==> src/rtl/mmu_sequencer.sv <==
// Instruction sequencer for the NxN systolic matrix-multiply unit: decodes host opcodes into
// memory reads, MMU load/compute/clear strobes and a result-streaming handshake.
module mmu_sequencer #(
  parameter int N              = 2,
  parameter int ADDR_W         = 3,
  parameter int COMPUTE_CYCLES = 4,
  parameter int IDX_W          = $clog2(N*N)
) (
  input  logic              clk,
  input  logic              rst,
  input  logic              instr_valid,
  output logic              instr_ready,
  input  logic [2:0]        instr_op,
  input  logic [ADDR_W-1:0] instr_addr,
  output logic              mem_rd_en,
  output logic [ADDR_W-1:0] mem_addr,
  output logic              mmu_load_weight,
  output logic              mmu_load_input,
  output logic              mmu_compute,
  output logic              mmu_clear_acc,
  output logic              res_capture,
  output logic              res_valid,
  output logic [IDX_W-1:0]  res_idx,
  input  logic              res_ready,
  output logic              busy,
  output logic              err_illegal
);

  localparam int NN      = N*N;
  localparam int CNT_MAX = (NN > COMPUTE_CYCLES) ? NN : COMPUTE_CYCLES;
  localparam int CNT_W   = $clog2(CNT_MAX + 1);

  localparam logic [2:0] OP_NOP   = 3'b000;
  localparam logic [2:0] OP_LOADW = 3'b001;
  localparam logic [2:0] OP_LOADI = 3'b010;
  localparam logic [2:0] OP_COMP  = 3'b100;
  localparam logic [2:0] OP_STORE = 3'b101;
  localparam logic [2:0] OP_CAPT  = 3'b110;
  localparam logic [2:0] OP_CLEAR = 3'b111;

  typedef enum logic [2:0] {
    S_IDLE, S_LOADW, S_LOADI, S_DRAIN, S_COMPUTE, S_CAPTURE, S_STORE, S_CLEAR
  } state_t;

  state_t             r_state, w_state_nxt;
  logic [CNT_W-1:0]   r_cnt;
  logic [ADDR_W-1:0]  r_addr;
  logic [IDX_W-1:0]   r_idx;
  logic               r_is_w, r_ldw_q, r_ldi_q, r_err;
  logic               r_w_ok, r_i_ok, r_res_ok, r_cap_ok;

  logic w_accept, w_err_nxt, w_rd_en, w_compute, w_clear, w_capture, w_res_valid;
  logic w_set_w, w_set_i, w_set_res, w_clr_i, w_set_cap, w_clr_res, w_clr_cap;

  always_ff @(posedge clk or posedge rst) begin
    if (rst) r_state <= S_IDLE;
    else     r_state <= w_state_nxt;
  end

  always_comb begin
    w_state_nxt = r_state;
    w_accept    = 1'b0;
    w_err_nxt   = 1'b0;
    w_rd_en     = 1'b0;
    w_compute   = 1'b0;
    w_clear     = 1'b0;
    w_capture   = 1'b0;
    w_res_valid = 1'b0;
    w_set_w     = 1'b0;
    w_set_i     = 1'b0;
    w_set_res   = 1'b0;
    w_clr_i     = 1'b0;
    w_set_cap   = 1'b0;
    w_clr_res   = 1'b0;
    w_clr_cap   = 1'b0;
    case (r_state)
      S_IDLE: begin
        if (instr_valid) begin
          w_accept = 1'b1;
          case (instr_op)
            OP_NOP:   w_state_nxt = S_IDLE;
            OP_LOADW: w_state_nxt = S_LOADW;
            OP_LOADI: w_state_nxt = S_LOADI;
            OP_COMP:  if (r_w_ok && r_i_ok) w_state_nxt = S_COMPUTE; else w_err_nxt = 1'b1;
            OP_CAPT:  if (r_res_ok) w_state_nxt = S_CAPTURE; else w_err_nxt = 1'b1;
            OP_STORE: if (r_cap_ok) w_state_nxt = S_STORE; else w_err_nxt = 1'b1;
            OP_CLEAR: w_state_nxt = S_CLEAR;
            default:  w_err_nxt = 1'b1;
          endcase
        end
      end
      S_LOADW, S_LOADI: begin
        w_rd_en = 1'b1;
        if (r_cnt == '0) w_state_nxt = S_DRAIN;
      end
      S_DRAIN: begin
        w_state_nxt = S_IDLE;
        w_set_w     = r_is_w;
        w_set_i     = !r_is_w;
      end
      S_COMPUTE: begin
        w_compute = 1'b1;
        if (r_cnt == '0) begin
          w_state_nxt = S_IDLE;
          w_set_res   = 1'b1;
          w_clr_i     = 1'b1;
          w_clr_cap   = 1'b1;
        end
      end
      S_CAPTURE: begin
        w_capture   = 1'b1;
        w_set_cap   = 1'b1;
        w_state_nxt = S_IDLE;
      end
      S_STORE: begin
        w_res_valid = 1'b1;
        if (res_ready && r_idx == IDX_W'(NN-1)) w_state_nxt = S_IDLE;
      end
      S_CLEAR: begin
        w_clear     = 1'b1;
        w_clr_res   = 1'b1;
        w_clr_cap   = 1'b1;
        w_state_nxt = S_IDLE;
      end
      default: w_state_nxt = S_IDLE;
    endcase
  end

  // Down-counter shared by the load and compute phases; the phase ends on terminal count zero.
  always_ff @(posedge clk or posedge rst) begin
    if (rst) begin
      r_cnt   <= '0;
      r_addr  <= '0;
      r_idx   <= '0;
      r_is_w  <= 1'b0;
      r_ldw_q <= 1'b0;
      r_ldi_q <= 1'b0;
      r_err   <= 1'b0;
    end else begin
      r_err   <= w_err_nxt;
      r_ldw_q <= w_rd_en && (r_state == S_LOADW);
      r_ldi_q <= w_rd_en && (r_state == S_LOADI);
      if (w_accept) begin
        r_cnt  <= (instr_op == OP_COMP) ? CNT_W'(COMPUTE_CYCLES-1) : CNT_W'(NN-1);
        r_addr <= instr_addr;
        r_is_w <= (instr_op == OP_LOADW);
        r_idx  <= '0;
      end else begin
        if (r_cnt != '0) r_cnt <= r_cnt - CNT_W'(1);
        if (w_rd_en) r_addr <= r_addr + ADDR_W'(1);
        if (w_res_valid && res_ready) r_idx <= r_idx + IDX_W'(1);
      end
    end
  end

  // Operation-order legality flags.
  always_ff @(posedge clk or posedge rst) begin
    if (rst) begin
      r_w_ok   <= 1'b0;
      r_i_ok   <= 1'b0;
      r_res_ok <= 1'b0;
      r_cap_ok <= 1'b0;
    end else begin
      if (w_set_w) r_w_ok <= 1'b1;
      if (w_set_i) r_i_ok <= 1'b1;
      else if (w_clr_i) r_i_ok <= 1'b0;
      if (w_set_res) r_res_ok <= 1'b1;
      else if (w_clr_res) r_res_ok <= 1'b0;
      if (w_set_cap) r_cap_ok <= 1'b1;
      else if (w_clr_cap) r_cap_ok <= 1'b0;
    end
  end

  assign instr_ready     = (r_state == S_IDLE) && !rst;
  assign busy            = (r_state != S_IDLE);
  assign mem_rd_en       = w_rd_en;
  assign mem_addr        = r_addr;
  assign mmu_load_weight = r_ldw_q;
  assign mmu_load_input  = r_ldi_q;
  assign mmu_compute     = w_compute;
  assign mmu_clear_acc   = w_clear;
  assign res_capture     = w_capture;
  assign res_valid       = w_res_valid;
  assign res_idx         = r_idx;
  assign err_illegal     = r_err;

endmodule

==> config.mk <==
export PLATFORM = sky130hd
export DESIGN_NAME = mmu_sequencer
export DESIGN_NICKNAME = d
export VERILOG_FILES = /design/src/rtl/mmu_sequencer.sv
export SDC_FILE = /design/constraint.sdc
export NUM_CORES = 1
export LEC_CHECK = 0
export ABC_AREA = 0
export BUFFER_PORTS_ARGS = -buffer_cell sky130_fd_sc_hd__buf_2
export CORE_MARGIN = 1
export CORE_UTILIZATION = 30
export CTS_CLUSTER_SIZE = 10
export DETAILED_ROUTE_END_ITERATION = 16
export HOLD_SLACK_MARGIN = 0.03
export PLACE_DENSITY = 0.54
export SLEW_MARGIN = 20
export SYNTH_ARGS = -nofsm -noshare
export SYNTH_HDL_FRONTEND = slang
export SYNTH_SLANG_ARGS = --single-unit
==> constraint.sdc <==
create_clock -name clk -period 2.1 [get_ports clk]
set_input_delay 0.21 -clock clk [delete_from_list [all_inputs] [get_ports clk]]
set_output_delay 0.21 -clock clk [all_outputs]
set_load 0.01 [all_outputs]
== Yosys cells after proc, flatten, opt, wreduce, memory -nomap -nowiden ==
Index checks and enable logic that the tools add are counted.

* Register bits after elaboration: 19
* Memories: 0
* Input bits: 10
* Logic and storage cells: 99
* Output and inout bits: 15
* Memory bits (writable): 0
* Bits in read-only memories: 0
* Latch bits: 0

* Shift operators: 0
* Divide/modulo/power cells: 0
* Reductions and logical operators: 23
* $mul: 0
* Multiplexer cells: 39
* Bitwise logic cells: 0
* Order comparisons: 0
* Equality and inequality tests: 22
* Add/sub/neg operators: 3

{| class="wikitable"
|+ Operator list
! operator !! count
|-
| 3-bit 2-to-1 mux || 11
|-
| 3-bit equality test, second input constant || 8
|-
| 1-bit 2-to-1 mux || 22
|-
| 3-bit case mux with 7 select lines || 1
|-
| 3-bit case mux with 5 select lines || 1
|-
| 2-bit nonzero test || 6
|-
| 3-bit by 2-bit equality test with 1-bit output, second input constant || 3
|-
| 3-bit zero test || 3
|-
| 3-bit inequality test, second input constant || 3
|-
| 2-bit inequality test, second input constant || 4
|-
| 8-bit by 3-bit inequality test with 1-bit output, second input constant || 1
|-
| 8-bit AND reduction || 1
|-
| 3-bit by 1-bit equality test with 1-bit output, second input constant || 2
|-
| 1-bit logical AND || 6
|-
| 3-bit nonzero test || 2
|-
| 2-bit 2-to-1 mux || 2
|-
| 1-bit case mux with 4 select lines || 1
|-
| 4-bit OR reduction || 1
|-
| 3-bit by 1-bit adder with 3-bit output, second input constant || 1
|-
| 3-bit OR reduction || 1
|-
| 3-bit by 1-bit subtractor with 3-bit output, second input constant || 1
|-
| 2-bit by 1-bit adder with 2-bit output, second input constant || 1
|-
| 2-bit equality test, second input constant || 1
|-
| 1-bit zero test || 2
|-
| 2 further kinds || 2
|}

== Depth between registers and ports, before layout ==
Gate-level depths: netlist (run 1).

* Word-level depth: 5
* Mapped depth: 5
* Depth with buffers taken out: 5

== Worst setup path before layout (run 1) ==
OpenSTA, ideal clock, no wires.

* Path type: register to register
* Start: register r_cnt[0]
* End: register r_state[1]
* Required time: 2.013 ns
* Arrival: 1.412 ns
* Clock period less this slack: 1.499 ns
* Slack: 0.601 ns
* Path buffers: 0
* Cell stages (with the launch flop): 6
* Library setup time: 0.087 ns
* Path through: dfrtp_1 -> inv_1 -> ha_1 -> or3b_2 -> a21o_1 -> a22oi_1

* Word-level cells in the longest chain between the ends: 3
* Elaborated cells between the ends (all ways): 4
* Those cells by class: 2 x eq/ne; 2 x reduce/logical

{| class="wikitable"
|+ Ends and longest elaborated chain
! what !! line !! text
|-
| start: declaration || 46 || <nowiki>logic [CNT_W-1:0] r_cnt;</nowiki>
|-
| start signal: assignment || 144 || <nowiki>r_cnt <= (instr_op == OP_COMP) ? CNT_W'(COMPUTE_CYCLES-1) : CNT_W'(NN-1);</nowiki>
|-
| start signal: assignment || 149 || <nowiki>if (r_cnt != '0) r_cnt <= r_cnt - CNT_W'(1);</nowiki>
|-
| 3-bit zero test (*) || 94, 103 ||
|-
| 2-bit inequality test (no line) || n/a ||
|-
| 8-bit AND reduction (no line) (*) || n/a ||
|-
| end signal: assignment || 57 || <nowiki>else r_state <= w_state_nxt;</nowiki>
|-
| end: declaration || 45 || <nowiki>state_t r_state, w_state_nxt;</nowiki>
|}

Every way passes the cells marked *; elsewhere a longest branch is shown, timed or not.
A chain may end at the register's enable or synchronous reset.

== Worst setup path after layout (run 1) ==
* Start: register r_state[1]
* End: output port mem_rd_en

* Word-level cells in the longest chain between the ends: 3
* Elaborated cells between the ends (all ways): 4
* Those cells by class: 2 x eq/ne; 1 x mux; 1 x reduce/logical

{| class="wikitable"
|+ Ends and longest elaborated chain
! what !! line !! text
|-
| 3-bit by 1-bit equality test with 1-bit output or 3-bit by 2-bit equality test with 1-bit output (tied branches) || 76 || <nowiki>case (r_state)</nowiki>
|-
| 2-bit OR reduction (*) || 76 ||
|-
| 1-bit 2-to-1 mux (*) || 76 ||
|-
| end: declaration || 15 || <nowiki>output logic mem_rd_en,</nowiki>
|}

Marks and branches as above.

==> run_results.csv, run 1 <==
group,metric,value,unit
clock_network,cts_tree,"done",
placed_design,gp_congestion,0.720,
setup_path,critPathArrivalTime,1.63,ns
die,initial_core_util,32.0,%
route,postRouteWirelength,2.42,mm
synthesis,synth.cell_area,1080,um^2
route,drcViolationCount,0,
setup_path,startpoint_type,"flop",
layout,area_taken_by_multi_input_logic_gates,552,um^2
layout,num_antenna_cells,0,
run_status,outcome,"finished clean",
sta,timing.hold.ws,0.0259,ns
route,wl_per_cell,13.2,um
sta,timing.final.crit_period,1.84,ns
synthesis,post-synth-top-area-cell,"dfrtp_1",
clock_network,cts_num_sinks,19,
sta,grt_setup_unrepaired,"no",
worst_hold_path,min-delay-path-class,"in -> async",
clock_network,insertion_delay,0.29,ns
layout,layout-drive-gt1-share,25.5,%
setup_path,critical_path.reg2reg.startpoint,"r_cnt[0]",
route,routed-via-count,924,
clock_network,clkSlewWorstSetupHoldPaths,0.11,ns
clock_network,hold_buffers,0,
die,placeableCoreArea,3390,um^2
sta,fin_crit_sh,87.8,%
setup_path,critical_path.slowest_cell,"dfrtp_1",
setup_path,timing.reg2reg.worst_path_depth,5,
global_routing,grt_usage,13.6,%
sta,tightest_slew,0.727,ns
global_routing,grt_first_pass_wirelength,4.22,mm
power,worst_ir_drop_vdd,0.000491,V
job,drv.max_cap_violation_count,0,
setup_path,critical_path.n_buffers_inverters,2,
clock_network,cts_resized,0,
layout,n_fill_cell,355,
route,drt_pre_antenna_iters,4,
route,final_antenna_net_count,0,
setup_path,critical_path.top_delay_family,"flip-flops",
synthesis,post_synth_main_area_contributors,"dfrtp_1 44%, ha_1 4.6%, nand2_1 3.5%",
synthesis,synth_fp_nets,125,
synthesis,synth.distinct_cells,40,
synthesis,number_of_synthesized_flops_with_an_enable_pin,0,
setup_path,data_required_time_of_the_worst_path,1.89,ns
route,avgViaCountPerCell,5.05,
sta,final.setup_skew,0.00157,ns
synthesis,synth_warnings,0,
global_routing,first_global_vias,881,
die,floorplan.rows,21,
die,ioPinCount,25,
synthesis,yosysSeqAreaShare,43.9,%
layout,areaGrowthSynthToFinish,19.2,%
sta,timing.final.max_slew_violations,0,
layout,fin_nets,152,
setup_path,critical_path.reg2reg.endpoint,"r_state[1]",
setup_path,worstPathCellList,"buf_4 > xnor2_1 > nor2_1 > buf_2",
placed_design,port_buffer_count,24,
synthesis,synth.avg_cell_area,9.76,um^2
die,fp.dieArea,3860,um^2
clock_network,post_cts_repair_setup_buffers,0,
layout,sequential_cell_area,475,um^2
sta,final.setup.tns,0,ns
placed_design,dpl.hpwl,1.74,mm
synthesis,synth_top_cell_area_share,43.9,%
setup_path,critical_path_peak_fanout,12,
clock_network,cts_buf_count,3,
power,lkg_pwr,0.642,nW
setup_path,critPathCaptureType,"output pin",
power,p_per_area,1370,nW/um^2
synthesis,post_synth_top_flop,"dfrtp_1",
setup_path,setup.worst_path.class,"reg -> out",
setup_path,slowest_delay,0.48,ns
route,drt_iter0_markers,23,
sta,hold_viol_final,0,
sta,slew-limit-headroom,51.5,%
synthesis,synth_seq_cells,19,
clock_network,clock-root-buffer,"clkbuf_4",
clock_network,htreeDepth,1,
global_routing,initial_antenna_violation_count,0,
die,die_width,62.1,um
global_routing,grt-ovfl-total,0,
die,die_h,62.1,um
synthesis,ys_async_sr_fraction,100,%
global_routing,maximum_number_of_pins_on_one_net_before_global_route_repair,23,
synthesis,postSynthCellCount,111,
clock_network,cts.path.max_buffers,2,
sta,finalSetupViolations,0,
sta,max_clock_freq,0.542,GHz
setup_path,setup.reg_to_reg.worst_slack,0.47,ns
-- cells in the mapped netlist, types with 3 or more instances --
library cell and n:
dfrtp_1 19, nand2_1 10, inv_1 8, nor2_1 8
o21ai_0 6, ha_1 4, nor3b_1 4, buf_2 3
clkbuf_1 3, nand3_1 3
-- worst register-to-register path, stage by stage, from the launching register on --
cell	delay [ns]
dfrtp_1	0.41
inv_1	0.09
ha_1	0.22
or3b_2	0.50
a21o_1	0.19
a22oi_1	0.14
-- cell type report --
cell class / instances / area share [%]
multi-input combinational: 78 / 42.7
inverter: 8 / 2.33
sequential: 19 / 36.8
clock buffer: 4 / 2.03
tap: 46 / 4.46
timing repair buffer: 28 / 11.6
-- metrics by stage --
step	area (um^2)	worst slack [ns]	total power [mW]	utilization (%)	cells
final	1290	0.257	1.77	38.1	183
after global routing	1290	0.119	1.94	38.1	183
after CTS	1290	0.242	1.79	38.1	183
after detailed placement	1260	0.481	1.60	37.3	179
after global placement	1260	0.546	1.57	37.3	179
after floorplan	1080	0.601	1.29	-	111
-- cell usage in the layout, fill, tap and decap left out, types with 2 or more instances in the layout --
master	netlist	layout
a21o_1	2	2
nand2b_1	2	2
o21a_1	2	2
a31oi_1	2	2
or3b_2	2	2
mux2i_1	2	2
o311ai_0	2	2
nor3_1	2	2
ha_1	4	4
xnor2_1	2	2
o21ai_0	6	6
nor3b_1	4	4
o211a_1	2	2
buf_4	0	4
buf_2	3	24
or3_1	2	2
nand4b_1	2	2
a21oi_1	2	2
nor2_1	8	8
dfrtp_1	19	19
nand2_1	10	10
clkbuf_4	0	3
inv_1	8	8
nand3_1	3	3
-- worst max path at each step --
stage	to	startpoint	depth (start not counted)	slack [ns]
2_1_floorplan	r_state[1]	r_cnt[0]	5	0.60
3_3_place_gp	r_state[1]	r_cnt[0]	5	0.55
3_5_place_dp	r_state[1]	r_cnt[0]	5	0.48
4_1_cts	mem_rd_en	r_state[1]	4	0.24
5_1_grt	mem_rd_en	r_state[1]	4	0.12
6_report	mem_rd_en	r_state[1]	4	0.26
-- report_power, final --
group | switching, mW | internal (mW)
Sequential | 0.115 | 0.515
Combinational | 0.526 | 0.424
Clock | 0.112 | 0.0740
Total | 0.753 | 1.01
-- sequential cells by signal (all words and copies together), names as in the netlist --
signal           cells
mem_addr             3
r_is_w               1
r_res_ok             1
err_illegal          1
res_idx              2
r_i_ok               1
r_cap_ok             1
mmu_load_weight      1
r_state              3
mmu_load_input       1
r_w_ok               1
r_cnt                3
-- cells by family after synthesis --
family / after synthesis / share of synthesized area [%]
and+or+nand+nor: 42 / 23.9
AOI/OAI and AO/OA: 27 / 18.1
DFF: 19 / 43.9
buffers and inverters: 14 / 5.20
adders and majority gates: 4 / 4.62
xor gates and xnor gates: 3 / 2.43
muxes: 2 / 1.85
-- layer usage --
metal,wire length (um),up-vias,global-route usage (%)
met5,0,-,0
met4,14,0,1.74
met3,101,2,3.31
met2,1080,23,20.5
met1,1220,445,20.0
li1,-,454,-
Power figures use the tool's default switching activity.
==> run 2, diff against run 1 <==
Settings changed: PLACE_DENSITY 0.54 to default, PLACE_DENSITY_LB_ADDON from default to 0.25.
==> run_results.csv, run 2 (synthesis results as in run 1) <==
group,metric,value,unit
layout,areaGrowthSynthToFinish,19.3,%
sta,final.setup.tns,0,ns
global_routing,first_global_vias,895,
route,drcViolationCount,0,
placed_design,dpl_cell_area,1260,um^2
setup_path,data_required_time_of_the_worst_path,1.89,ns
placed_design,placement.setup.worst_slack,0.468,ns
sta,grt_setup_unrepaired,"no",
clock_network,cts_num_sinks,19,
die,floorplan.rows,21,
route,routed-via-count,922,
die,fp.dieArea,3860,um^2
clock_network,insertion_delay,0.30,ns
run_status,outcome,"finished clean",
power,lkg_pwr,0.645,nW
die,placeableCoreArea,3390,um^2
clock_network,cts.path.max_buffers,2,
global_routing,grt-ovfl-total,0,
sta,final.setup_skew,0.00475,ns
setup_path,startpoint_type,"flop",
layout,num_antenna_cells,0,
sta,max_clock_freq,0.573,GHz
die,die_h,62.1,um
sta,fin_crit_sh,83.1,%
setup_path,critical_path_peak_fanout,20,
clock_network,cts_buf_count,3,
global_routing,maximum_number_of_pins_on_one_net_before_global_route_repair,23,
worst_hold_path,min-delay-path-class,"in -> async",
die,die_width,62.1,um
die,ioPinCount,25,
job,drv.max_cap_violation_count,0,
power,p_per_area,1370,nW/um^2
sta,timing.final.max_slew_violations,0,
layout,n_fill_cell,353,
global_routing,grt_first_pass_wirelength,4.08,mm
power,design_power_total,1.77,mW
route,final_antenna_net_count,0,
setup_path,setup.worst_path.class,"reg -> out",
layout,layout_commonest_cell,"buf_2",
clock_network,clkSlewWorstSetupHoldPaths,0.12,ns
clock_network,clock-root-buffer,"clkbuf_4",
route,postRouteWirelength,2.42,mm
global_routing,grt_usage,13.2,%
global_routing,initial_antenna_violation_count,0,
placed_design,dpl.hpwl,1.75,mm
placed_design,gp_congestion,0.713,
placed_design,port_buffer_count,24,
layout,fin_nets,152,
clock_network,hold_buffers,0,
sta,finalSetupViolations,0,
route,drt_pre_antenna_iters,4,
setup_path,critPathCaptureType,"output pin",
layout,layout-drive-gt1-share,26.3,%
die,initial_core_util,32.0,%
route,drt_iter0_markers,38,
layout,finish.instance_area,1290,um^2
sta,tightest_slew,0.728,ns
sta,hold_viol_final,0,
sta,fin_ws,0.355,ns
clock_network,cts_resized,0,
sta,timing.final.crit_period,1.74,ns
clock_network,htreeDepth,1,
route,wl_per_cell,13.2,um
sta,slew-limit-headroom,51.4,%
power,worst_ir_drop_vdd,0.000439,V
route,avgViaCountPerCell,5.04,
clock_network,cts_tree,"done",
setup_path,critPathArrivalTime,1.53,ns
clock_network,post_cts_repair_setup_buffers,0,
layout,layout_common_cells,"24 x buf_2, 19 x dfrtp_1, 10 x nand2_1, 8 x inv_1, 8 x nor2_1",
## run 2: cell types whose count changed in the layout (fill, tap and decap cells not counted), sizes merged
cell	change
clkbuf	-1
clkinv	+1
## run 2: metrics by stage
stage | instances | hold slack (ns) | util, %
6_report | 183 | 0.0176 | 38.1
5_1_grt | 183 | 0.0705 | 38.1
3_5_place_dp | 179 | 0.394 | 37.3
4_1_cts | 183 | 0.0368 | 38.1
3_3_place_gp | 179 | 0.389 | 37.3
2_1_floorplan | 111 | 0.161 | -
## run 2: power breakdown
| part | switching (mW) | internal, mW |
|---|---|---|
| combinational | 0.520 | 0.424 |
| clock | 0.120 | 0.0710 |
| sequential | 0.119 | 0.514 |
| total | 0.759 | 1.01 |
## run 2: path summary, 6_finish.rpt
| kind | start | endpoint | slack (ns) | depth (start not counted) |
|---|---|---|---|---|
| max in group asynchronous | rst | r_cap_ok | 1.62 | 2 |
| min | rst | mem_addr[0] | 0.02 | 2 |
| max reg2reg | r_cnt[0] | r_state[1] | 0.44 | 5 |
| max | r_state[0] | mem_rd_en | 0.36 | 4 |
| min in group clk | instr_addr[0] | mem_addr[0] | 0.10 | 3 |
| min reg2reg | r_w_ok | r_w_ok | 0.48 | 1 |
## run 2: per-layer routing
| layer | up-vias | routed length (um) | global-route usage (%) |
|---|---|---|---|
| met5 | - | 0 | 0 |
| met4 | 0 | 21 | 2.62 |
| met3 | 2 | 112 | 3.49 |
| met2 | 22 | 1160 | 23.4 |
| met1 | 441 | 1120 | 16.0 |
| li1 | 457 | - | - |
## run 2: worst max-delay path, cell delays in order (launching register included)
cell	delay, ns
dfrtp_1	0.40
buf_4	0.20
xnor2_1	0.38
nor2_1	0.10
buf_2	0.15
## run 2: cell type report
type	count	area, um^2	area share (%)
clock buffer	3	22.5	1.74
clock inverter	1	5.00	0.387
inverter	8	30.0	2.32
multi-input combinational	78	552	42.7
sequential	19	475	36.8
tap	46	57.6	4.45
timing repair buffer	28	150	11.6
